<file path="src/rtl/nonrestoring_div_if.sv">
// Byte-serial bus shared with the Booth multiplier: operands stream in on inbus,
// and the quotient and remainder stream out on outbus. endsig marks the last byte.
interface nonrestoring_div_if #(parameter int N = 8);
  // Protocol: beginsig is taken only in IDLE while locksig=0. Each later byte is taken on
  // one non-locked cycle. locksig=1 freezes the block wherever it is, and outputs hold.
  logic         beginsig;
  logic         locksig;
  logic [N-1:0] inbus;
  logic [N-1:0] outbus;
  logic         endsig;
  logic         ovfsig;

  modport master (output beginsig, locksig, inbus, input outbus, endsig, ovfsig);
  modport slave  (input beginsig, locksig, inbus, output outbus, endsig, ovfsig);
endinterface

</file>
<file path="src/rtl/nonrestoring_div.sv">
// Sequential unsigned non-restoring divider (2N/N -> N quotient, N remainder) on a byte-serial bus.
// Optional DIV_OVF_EN: detects divide overflow or zero divisor in LOAD_DIV and returns all-ones with ovfsig.
module nonrestoring_div #(
  parameter int N = 8
) (
  input  logic                     clk,
  input  logic                     rst_n,
  nonrestoring_div_if.slave        bus,
  output logic [2:0]               dbg_state
);
  localparam int CW = (N > 1) ? $clog2(N) : 1;

  typedef enum logic [2:0] {
    IDLE     = 3'd0,
    LOAD_LO  = 3'd1,
    LOAD_DIV = 3'd2,
    CALC     = 3'd3,
    FIX      = 3'd4,
    OUT_Q    = 3'd5,
    OUT_R    = 3'd6
  } state_t;

  state_t         state, state_nxt;
  logic [N:0]     a_q;
  logic [N-1:0]   q_q;
  logic [N-1:0]   m_q;
  logic [CW-1:0]  cnt_q;
  logic [N:0]     a_shift;
  logic [N:0]     a_calc;
  logic           hold;
  logic           accept;
  logic           ovf_hit;
  logic           ovf_q;

  assign hold   = bus.locksig && (state != IDLE);
  assign accept = (state == IDLE) && bus.beginsig && !bus.locksig;

  // The sign of the partial remainder decides whether this step subtracts or adds back M.
  assign a_shift = {a_q[N-1:0], q_q[N-1]};
  assign a_calc  = a_q[N] ? (a_shift + {1'b0, m_q}) : (a_shift - {1'b0, m_q});

`ifdef DIV_OVF_EN
  assign ovf_hit = (bus.inbus == '0) || (a_q[N-1:0] >= bus.inbus);

  always_ff @(posedge clk or negedge rst_n) begin
    if (!rst_n)                           ovf_q <= 1'b0;
    else if (!hold && state == LOAD_DIV)  ovf_q <= ovf_hit;
  end
`else
  assign ovf_hit = 1'b0;
  assign ovf_q   = 1'b0;
`endif

  always_ff @(posedge clk or negedge rst_n) begin
    if (!rst_n) state <= IDLE;
    else        state <= state_nxt;
  end

  always_comb begin
    state_nxt = state;
    if (!hold) begin
      case (state)
        IDLE:     if (accept) state_nxt = LOAD_LO;
        LOAD_LO:  state_nxt = LOAD_DIV;
        LOAD_DIV: state_nxt = ovf_hit ? OUT_Q : CALC;
        CALC:     if (cnt_q == CW'(N - 1)) state_nxt = FIX;
        FIX:      state_nxt = OUT_Q;
        OUT_Q:    state_nxt = OUT_R;
        OUT_R:    state_nxt = IDLE;
        default:  state_nxt = IDLE;
      endcase
    end
  end

  always_ff @(posedge clk or negedge rst_n) begin
    if (!rst_n) begin
      a_q   <= '0;
      q_q   <= '0;
      m_q   <= '0;
      cnt_q <= '0;
    end else if (!hold) begin
      case (state)
        IDLE:     if (accept) a_q <= {1'b0, bus.inbus};
        LOAD_LO:  q_q <= bus.inbus;
        LOAD_DIV: begin
          m_q   <= bus.inbus;
          cnt_q <= '0;
          if (ovf_hit) begin
            q_q <= '1;
            a_q <= {1'b0, {N{1'b1}}};
          end
        end
        CALC: begin
          a_q   <= a_calc;
          q_q   <= {q_q[N-2:0], ~a_calc[N]};
          cnt_q <= cnt_q + CW'(1);
        end
        FIX:      if (a_q[N]) a_q <= a_q + {1'b0, m_q};
        default:  ;
      endcase
    end
  end

  always_comb begin
    bus.outbus = '0;
    bus.endsig = 1'b0;
    bus.ovfsig = 1'b0;
    case (state)
      OUT_Q: begin
        bus.outbus = q_q;
        bus.ovfsig = ovf_q;
      end
      OUT_R: begin
        bus.outbus = a_q[N-1:0];
        bus.endsig = 1'b1;
        bus.ovfsig = ovf_q;
      end
      default: ;
    endcase
  end

  assign dbg_state = state;
endmodule

</file>
<file path="src/flat_wrapper.sv">
// flat-port wrapper written by rule: the top's interface ports become plain ports
module nonrestoring_div_flat 
#(
  parameter int N = 8
)
  (clk, rst_n, dbg_state, bus_beginsig, bus_locksig, bus_inbus, bus_outbus, bus_endsig, bus_ovfsig);
  nonrestoring_div_if #(.N(N)) bus_i ();
  input  logic clk;
  input  logic rst_n;
  output logic [2:0] dbg_state;
  input wire logic [$bits(bus_i.beginsig)-1:0] bus_beginsig;
  input wire logic [$bits(bus_i.locksig)-1:0] bus_locksig;
  input wire logic [$bits(bus_i.inbus)-1:0] bus_inbus;
  output wire logic [$bits(bus_i.outbus)-1:0] bus_outbus;
  output wire logic [$bits(bus_i.endsig)-1:0] bus_endsig;
  output wire logic [$bits(bus_i.ovfsig)-1:0] bus_ovfsig;
  assign bus_i.beginsig = bus_beginsig;
  assign bus_i.locksig = bus_locksig;
  assign bus_i.inbus = bus_inbus;
  assign bus_outbus = bus_i.outbus;
  assign bus_endsig = bus_i.endsig;
  assign bus_ovfsig = bus_i.ovfsig;
  nonrestoring_div #(.N(N)) u_core (.clk(clk), .rst_n(rst_n), .bus(bus_i), .dbg_state(dbg_state));
endmodule
</file>
<file path="config.mk">
export PLATFORM = sky130hd
export DESIGN_NAME = nonrestoring_div_flat
export DESIGN_NICKNAME = d
export VERILOG_FILES = /design/src/rtl/nonrestoring_div_if.sv /design/src/rtl/nonrestoring_div.sv /design/src/flat_wrapper.sv
export SDC_FILE = /design/constraint.sdc
export NUM_CORES = 1
export LEC_CHECK = 0
export CAP_MARGIN = 20
export CORE_MARGIN = 2
export CORE_UTILIZATION = 55
export DETAILED_ROUTE_END_ITERATION = 8
export PLACE_DENSITY = 0.83
export SLEW_MARGIN = 20
export SYNTH_ARGS = -nofsm -noshare
export SYNTH_HDL_FRONTEND = slang
export SYNTH_SLANG_ARGS = --single-unit
</file>
<file path="constraint.sdc">
create_clock -name clk -period 3.85 [get_ports clk]
set_clock_uncertainty 0.15 [all_clocks]
set_input_delay 0.77 -clock clk [delete_from_list [all_inputs] [get_ports clk]]
set_output_delay 0.77 -clock clk [all_outputs]
set_load 0.005 [all_outputs]
</file>
==> results.ini, run 1 <==
[drt]
post_drt_wl_per_cell_um = 17.7
drt-pass1-iter-count = 5
vias = 2261
drc = 0
via_per_inst = 6.25
postRouteAntennaNets = 0
drt_iter0_markers = 267
wirelength_um = 6410

[clocking]
hold_buffers = 0
ctsResizeCount = 0
postCtsSetupBuffers = 0
clockRootBuffer = clkbuf_8
cts_buffers = 5
cts_max_level = 2
clk_latency_ns = 0.28
clock_sinks = 31
cts_tree = done
cts_buffer_depth = 2
clk_pin_slew_ns = 0.08

[floorplanning]
dieArea_um2 = 5140
dieHeight_um = 71.7
std_cell_rows = 24
core_um2 = 4380
ioPinCount = 25
die_x_um = 71.7
start_util_pct = 57.5

[setup_path]
required_ns = 2.93
crit_slowest_cell = dfrtp_1
crit_fanout = 17
end_kind = output pin
worstPathCellList = nor2b_1, a22oi_1, nor2b_1, clkdlybuf4s50_1
slowest_delay_ns = 0.70
path_class = reg2out
cpMostUsedCell = nor2b_1
arrival_ns = 2.49
startpoint_type = flop

[sta]
min_period_ns = 3.41
hold_viol_final = 0
tns_ns = 0
hold_ws_ns = 0.378
worstMarginPinSlew_ns = 0.739
relSlewSlack_pct = 50.3
fin_crit_sh_pct = 88.5
setup_violations = 0
max_freq_mhz = 294
drv_slew = 0
setup_ws_ns = 0.443
rsz0062_at_grt = no

[power]
switching_power_mw = 1.42
power.total_mw = 2.90
leakage_nw = 1.14
swShare_pct = 49.0
p_int_mw = 1.48
sequentialPowerShare_pct = 24.1
pwr-share-clk_pct = 9.2
power_density_nw_per_um2 = 1020
peakVddDrop_v = 0.000676
combPwrFrac_pct = 66.6

[final_layout]
areaGrowthSynthToFinish_pct = 12.4
fin_nets = 344
diodes = 0
drive_above_1_share_pct = 8.06
final_core_util_pct = 64.6

[synth]
ys.flop_type = dfrtp_1
ys_async_sr_fraction_pct = 100
postSynthAreaPerCell_um2 = 8.57
syn_area_um2 = 2520
synth_warnings = 0
ys_seq_area_share_pct = 30.8
netlist-cell-type-count = 59
synth_top_area_share_pct = 30.8
ys_seq_elements = 31
synth-edff-count = 0
synth_area_leader_cell = dfrtp_1
synth_cells = 294
synth_area_leaders = dfrtp_1 (31%), ha_1 (9.9%), nand2_1 (4.9%)
synth_fp_nets = 328

[hold_path]
hp-class = reg2reg

[placed_design]
port_buffers = 23
gp_congestion = 0.915
hpwl_um = 4780
pre_cts_ws_ns = 0.785

[grt]
grt_max_degree = 32
antenna_found_initial = 0
track_usage_pct = 26.4
grt_pass1_vias = 2156
grt_pass1_wl_um = 10500
grt_overflow = 0

[flow_run]
drv_cap = 0

[status]
status = completed

layout by cell type, fill, tap and decap left out, drive strengths merged, types with 2 or more instances in the layout:
master	instances
nor2	34
nand2	33
dfrtp	31
clkdlybuf4s50	23
ha	20
o21ai	20
a21oi	18
inv	11
xor2	10
nor2b	10
a22oi	10
a31oi	9
a211oi	8
mux2	7
clkbuf	6
xnor2	4
and2	3
a21o	3
or3	3
o21a	3
nor4	3
nor3	2
nand2b	2
and4	2
or2	2
o211ai	2
a222oi	2
a32oi	2
fa	2
nor3b	2
sequential cells by signal, summed over array words and instances, names as in the netlist:
| name | cells |
|---|---|
| u_core.dbg_state | 3 |
| u_core.cnt_q | 3 |
| u_core.q_q | 8 |
| u_core.a_q | 9 |
| u_core.m_q | 8 |
kinds of logic (layout without fill, tap and decap cells):
family	Yosys count	in the layout	share of synthesized area [%]
AO/OA/AOI/OAI	91	91	24.0
XOR/XNOR	14	14	4.87
adder cells (fa/ha/maj)	22	22	11.5
buffers and inverters	26	42	4.72
flip-flops	31	31	30.8
multiplexers	8	8	3.53
other	1	1	0.149
AND/OR/NAND/NOR	101	101	20.5
worst max-delay path, delay by kind of cell (launching register included):
family,cells,cell delay [ns]
simple gates,2,0.83
flops,1,0.70
buf+inv,1,0.53
compound gates,1,0.14
final cells by class:
| class | count | area, µm² |
|---|---|---|
| Clock buffer | 6 | 82.6 |
| Clock inverter | 1 | 5.00 |
| Fill cell | 366 | 1550 |
| Inverter | 11 | 41.3 |
| Multi-Input combinational cell | 237 | 1630 |
| Sequential cell | 31 | 776 |
| Tap cell | 52 | 65.1 |
| Timing Repair Buffer | 24 | 238 |
through the flow:
stage / std cells / area, µm²
final: 362 / 2830
after floorplan: 294 / 2520
after global routing: 362 / 2830
after CTS: 362 / 2830
after global placement: 355 / 2750
after detailed placement: 355 / 2750
synthesized netlist by cell type (all sizes together) (2+ instances only):
cell	count
or3	3
ha	20
mux2	7
xor2	10
o211ai	2
dfrtp	31
nand2b	2
nor2	34
a222oi	2
and4	2
a31oi	9
nor4	3
nor2b	10
nor3	2
buf	9
a211oi	8
and2	3
a22oi	10
fa	2
nand2	33
or2	2
o21ai	20
xnor2	4
a21oi	18
o21a	3
inv	11
nor3b	2
clkbuf	6
a21o	3
a32oi	2
path summary, 6_finish.rpt:
| path | endpoint | from | slack [ns] | depth (start not counted) |
|---|---|---|---|---|
| max | bus_outbus[1] | u_core.dbg_state[0] | 0.44 | 4 |
| min | u_core.cnt_q[1] | u_core.cnt_q[1] | 0.38 | 2 |
| max reg2reg | u_core.a_q[7] | u_core.m_q[3] | 0.85 | 9 |
| min reg2reg | u_core.cnt_q[1] | u_core.cnt_q[1] | 0.38 | 2 |
| max in group asynchronous | u_core.m_q[1] | rst_n | 2.52 | 2 |
| min in group asynchronous | u_core.cnt_q[0] | rst_n | 0.73 | 2 |
layer usage:
layer | global-route usage, % | part of all wire, %
met1 | 35.3 | 43
met2 | 43.3 | 49
met3 | 4.92 | 6.8
met4 | 8.81 | 1.5
met5 | 0 | 0
power by group through the flow:
stage | logic [mW] | registers (mW) | clock network, mW
global route | 2.17 | 0.720 | 0.282
detailed placement | 1.89 | 0.698 | 0
global placement | 1.82 | 0.690 | 0
floorplan | 1.56 | 0.600 | 0
CTS | 1.91 | 0.693 | 0.267
finish | 1.93 | 0.700 | 0.268
Power figures use the tool's default switching activity.
==> run 2, diff against run 1 <==
- CORE_MARGIN: 2 -> default
- CORE_UTILIZATION: 55 -> 28
- PLACE_DENSITY: 0.83 -> 0.51
==> results.ini, run 2 (synthesis results as in run 1) <==
[status]
status = completed

[sta]
min_period_ns = 3.32  ; -0.0871 ns
rsz0062_at_grt = no
fin_crit_sh_pct = 86.2  ; -2.3 points
tns_ns = 0  ; unchanged
drv_slew = 0  ; unchanged
hold_viol_final = 0  ; unchanged
worstMarginPinSlew_ns = 0.781  ; +0.0414 ns
setup_violations = 0  ; unchanged
max_freq_mhz = 301  ; +2.6%
relSlewSlack_pct = 47.6  ; -2.8 points

[floorplanning]
ioPinCount = 25  ; unchanged
dieHeight_um = 96.9  ; +35%
die_x_um = 96.9  ; +35%
start_util_pct = 28.9  ; -29 points
core_um2 = 8720  ; +99%
dieArea_um2 = 9380  ; +83%
std_cell_rows = 34  ; +42%

[hold_path]
hp-class = reg2reg
hold_end = u_core.cnt_q[1]
holdPathStages = 2  ; unchanged
hold_start = u_core.cnt_q[1]

[final_layout]
ff_latch_area_um2 = 776  ; unchanged
top_register = u_core.a_q
largest_reg_flops = 9  ; unchanged
layout_common_cells = nor2_1 (33), nand2_1 (33), dfrtp_1 (31)
final_core_util_pct = 33.4  ; -31 points
multi_input_area_um2 = 1630  ; unchanged
fillerInstances = 912  ; +150%
drive_above_1_share_pct = 8.04  ; -0.026 points
largestRegisters = u_core.a_q (9), u_core.m_q (8), u_core.q_q (8)
diodes = 0  ; unchanged
fin_nets = 344  ; unchanged
areaGrowthSynthToFinish_pct = 15.7

[placed_design]
gp_congestion = 0.829  ; -9.3%
hpwl_um = 5220  ; +9.2%
port_buffers = 23  ; unchanged

[clocking]
clock_sinks = 31  ; unchanged
ctsResizeCount = 0  ; unchanged
clk_latency_ns = 0.29  ; about the same
clk_pin_slew_ns = 0.08  ; about the same
clockRootBuffer = clkbuf_8
cts_tree = done
cts_buffer_depth = 2  ; unchanged
hold_buffers = 0  ; unchanged
postCtsSetupBuffers = 0  ; unchanged
cts_buffers = 5  ; unchanged
cts_max_level = 2  ; unchanged

[drt]
wirelength_um = 7000  ; +9.3%
drt_iter0_markers = 120  ; -55%
drt-pass1-iter-count = 4  ; -1
vias = 2212  ; -2.2%
drc = 0  ; unchanged
post_drt_wl_per_cell_um = 16.7  ; -5.6%
via_per_inst = 5.28  ; -15%
postRouteAntennaNets = 0  ; unchanged

[grt]
grt_overflow = 0  ; unchanged
use_met3_pct = 2.38  ; -2.5 points
track_usage_pct = 15.4  ; -11 points
antenna_found_initial = 0  ; unchanged
grt_pass1_vias = 2262  ; +4.9%
met1_usage_pct = 20.3  ; -15 points
busiest_layer = met2
grt_max_degree = 32  ; unchanged
grt_pass1_wl_um = 11600  ; +11%
met2_usage_pct = 25.5  ; -18 points

[setup_path]
r2r_slack_ns = 0.92  ; +0.07 ns
startpoint_type = flop
ff2ff_path_depth = 9  ; unchanged
r2r-end = u_core.a_q[7]
r2r-start = u_core.m_q[3]
end_kind = output pin
crit_fanout = 17  ; unchanged
path_class = reg2out
required_ns = 2.93  ; about the same
arrival_ns = 2.40  ; -0.09 ns

[power]
power_density_nw_per_um2 = 1000  ; -2.0%
peakVddDrop_v = 0.000281  ; -58%
leakage_nw = 1.15  ; +0.39%

[flow_run]
drv_cap = 0  ; unchanged

==> run 2: layout make-up <==
| type | count | area share (%) |
|---|---|---|
| Multi-Input combinational cell | 237 | 55.8 |
| Sequential cell | 31 | 26.6 |
| Timing Repair Buffer | 24 | 8.15 |
| Tap cell | 108 | 4.64 |
| Clock buffer | 8 | 3.43 |
| Inverter | 11 | 1.42 |
==> run 2: power breakdown <==
part           internal (mW)  switching [mW]  total, mW
clock network          0.163           0.133      0.296
registers              0.474           0.227      0.702
logic                  0.863            1.06       1.93
total                   1.50            1.42       2.92
==> run 2: metal layers <==
metal	part of all wire [%]	wire (µm)
met2	46	3220
met3	4.8	339
met5	0	0
met4	1.6	115
met1	48	3330
==> run 2: metrics by stage <==
step                      instance area [µm²]  power, mW  instances  hold slack, ns  worst slack [ns]
after floorplan                          2520       2.16        294           0.304              1.24
after global placement                   2820       2.60        411           0.320             0.861
after detailed placement                 2820       2.60        411           0.331             0.851
after CTS                                2920       2.91        419           0.346             0.510
after global routing                     2920       3.20        419           0.377             0.355
final                                    2920       2.92        419           0.339             0.531
==> run 2: critical path, stage by stage (launching register included) <==
cell and delay [ns]:
dfrtp_1 0.71, nor2b_1 0.59, a22oi_1 0.13, nor2b_1 0.16, clkdlybuf4s50_1 0.51
==> run 2: worst max path at each step <==
| stage | start | endpoint | slack (ns) | cells past startpoint |
|---|---|---|---|---|
| CTS | u_core.dbg_state[0] | bus_outbus[6] | 0.51 | 4 |
| global placement | u_core.dbg_state[0] | bus_outbus[2] | 0.86 | 4 |
| finish | u_core.dbg_state[0] | bus_outbus[6] | 0.53 | 4 |
| floorplan | u_core.m_q[3] | u_core.a_q[7] | 1.24 | 9 |
| global route | u_core.dbg_state[0] | bus_outbus[3] | 0.35 | 4 |
| detailed placement | u_core.dbg_state[0] | bus_outbus[6] | 0.85 | 4 |
==> run 3, diff against run 2 <==
- CORE_UTILIZATION: 28 -> 62
- PLACE_DENSITY: 0.51 -> 0.92
==> results.ini, run 3 (synthesis results as in run 1) <==
[clocking]
clock_sinks = 31  ; unchanged
clk_latency_ns = 0.29  ; about the same
ctsResizeCount = 0  ; unchanged
cts_buffers = 5  ; unchanged
postCtsSetupBuffers = 0  ; unchanged
cts_max_level = 2  ; unchanged
clockRootBuffer = clkbuf_8
hold_buffers = 0  ; unchanged
clk_pin_slew_ns = 0.07  ; about the same
cts_tree = done
cts_buffer_depth = 2  ; unchanged

[grt]
antenna_found_initial = 0  ; unchanged
grt_pass1_wl_um = 10800  ; -6.9%
track_usage_pct = 34.6  ; +19 points
grt_max_degree = 32  ; unchanged
grt_overflow = 0  ; unchanged
grt_pass1_vias = 2274  ; +0.53%

[sta]
max_freq_mhz = 303  ; +0.45%
tns_ns = 0  ; unchanged
hold_viol_final = 0  ; unchanged
worstMarginPinSlew_ns = 0.757  ; -0.0234 ns
setup_violations = 0  ; unchanged
min_period_ns = 3.30  ; -0.0149 ns
relSlewSlack_pct = 49.5  ; +1.9 points
fin_crit_sh_pct = 85.8  ; -0.39 points
setup_ws_ns = 0.545  ; +0.0149 ns
rsz0062_at_grt = no
drv_slew = 0  ; unchanged

[final_layout]
fin_nets = 344  ; unchanged
top_register = u_core.a_q
largest_reg_flops = 9  ; unchanged
stdcell_area_um2 = 2840  ; -2.6%
drive_above_1_share_pct = 8.04  ; unchanged
largestRegisters = u_core.a_q (9), u_core.m_q (8), u_core.q_q (8)
diodes = 0  ; unchanged
layout_common_cells = nor2_1 (33), nand2_1 (33), dfrtp_1 (31)
areaGrowthSynthToFinish_pct = 12.7

[drt]
via_per_inst = 6.52  ; +24%
drc = 0  ; unchanged
postRouteAntennaNets = 0  ; unchanged
wirelength_um = 6740  ; -3.7%
drt_iter0_markers = 209  ; +74%
post_drt_wl_per_cell_um = 18.8  ; +12%
vias = 2342  ; +5.9%
drt-pass1-iter-count = 7  ; +3

[setup_path]
required_ns = 2.93  ; about the same
crit_family = flip-flops
crit_fanout = 17  ; unchanged
ff2ff_path_depth = 9  ; unchanged
path_class = reg2out
slowest_delay_ns = 0.71  ; about the same
arrival_ns = 2.38  ; -0.02 ns
r2r-end = u_core.a_q[7]
path_depth = 4  ; unchanged
crit_slowest_cell = dfrtp_1
worstPathCellList = nor2b_1, a22oi_1, nor2b_1, clkdlybuf4s50_1
r2r_slack_ns = 0.81  ; -0.11 ns
startpoint_type = flop
cp_num_buf_inv = 1  ; unchanged
end_kind = output pin
r2r-start = u_core.m_q[3]
cp-endpoint = bus_outbus[6]
cpMostUsedCell = nor2b_1
cp-startpoint = u_core.dbg_state[0]

[placed_design]
hpwl_um = 4970  ; -4.7%
placed_area_um2 = 2740  ; -2.7%
pre_cts_ws_ns = 0.882  ; +0.0315 ns
gp_congestion = 0.908  ; +9.5%
port_buffers = 23  ; unchanged

[status]
status = completed

[power]
leakage_nw = 1.15  ; unchanged
power_density_nw_per_um2 = 1060  ; +5.4%
power.total_mw = 3.00  ; +2.7%
peakVddDrop_v = 0.000810  ; +190%

[flow_run]
drv_cap = 0  ; unchanged

[floorplanning]
start_util_pct = 66.8  ; +38 points
dieArea_um2 = 4320  ; -54%
std_cell_rows = 22  ; -35%
core_um2 = 3770  ; -57%
dieHeight_um = 65.8  ; -32%
die_x_um = 65.8  ; -32%
ioPinCount = 25  ; unchanged

[hold_path]
hp-class = reg2reg

-- run 3: cell counts in the layout (fill, tap and decap cells not counted) --
Identical to the previous run, type by type.
-- run 3: area by class of cell --
cell class / count / area [µm²]
Clock buffer: 8 / 100
Timing Repair Buffer: 24 / 238
Sequential cell: 31 / 776
Multi-Input combinational cell: 237 / 1630
Inverter: 11 / 41.3
Fill cell: 272 / 931
Tap cell: 48 / 60.1
-- run 3: through the flow --
stage	cells	hold WS (ns)	util, %
global placement	351	0.317	72.7
finish	359	0.367	75.3
global route	359	0.392	75.3
floorplan	294	0.304	-
CTS	359	0.377	75.3
detailed placement	351	0.362	72.7
-- run 3: power by group --
part	switching (mW)	leakage, nW	internal [mW]
logic	1.14	0.739	0.867
clock network	0.126	0.0515	0.163
registers	0.233	0.359	0.474
total	1.50	1.15	1.50
-- run 3: per-layer routing --
metal | global-route usage, % | up-vias | share of wire, %
met3 | 8.68 | 25 | 7.4
li1 | - | 1095 | -
met5 | 0 | - | 0
met2 | 56.9 | 107 | 49
met4 | 17.9 | 0 | 4.0
met1 | 41.2 | 1115 | 40
-- run 3: tightest hold or removal path, delay by kind of cell, from the launching register on --
family,cells,cell delay [ns]
AND/OR/NAND/NOR,1,0.06
flip-flops,1,0.36
AO/OA/AOI/OAI,1,0.07
-- run 3: worst min-delay path by stage --
stage / start / endpoint / slack, ns / cells past startpoint
after floorplan: u_core.cnt_q[1] / u_core.cnt_q[1] / 0.30 / 2
after global routing: u_core.cnt_q[2] / u_core.cnt_q[2] / 0.39 / 2
final: u_core.cnt_q[2] / u_core.cnt_q[2] / 0.37 / 2
after detailed placement: u_core.cnt_q[0] / u_core.cnt_q[0] / 0.36 / 2
after CTS: u_core.cnt_q[2] / u_core.cnt_q[2] / 0.38 / 2
after global placement: u_core.cnt_q[2] / u_core.cnt_q[2] / 0.32 / 2
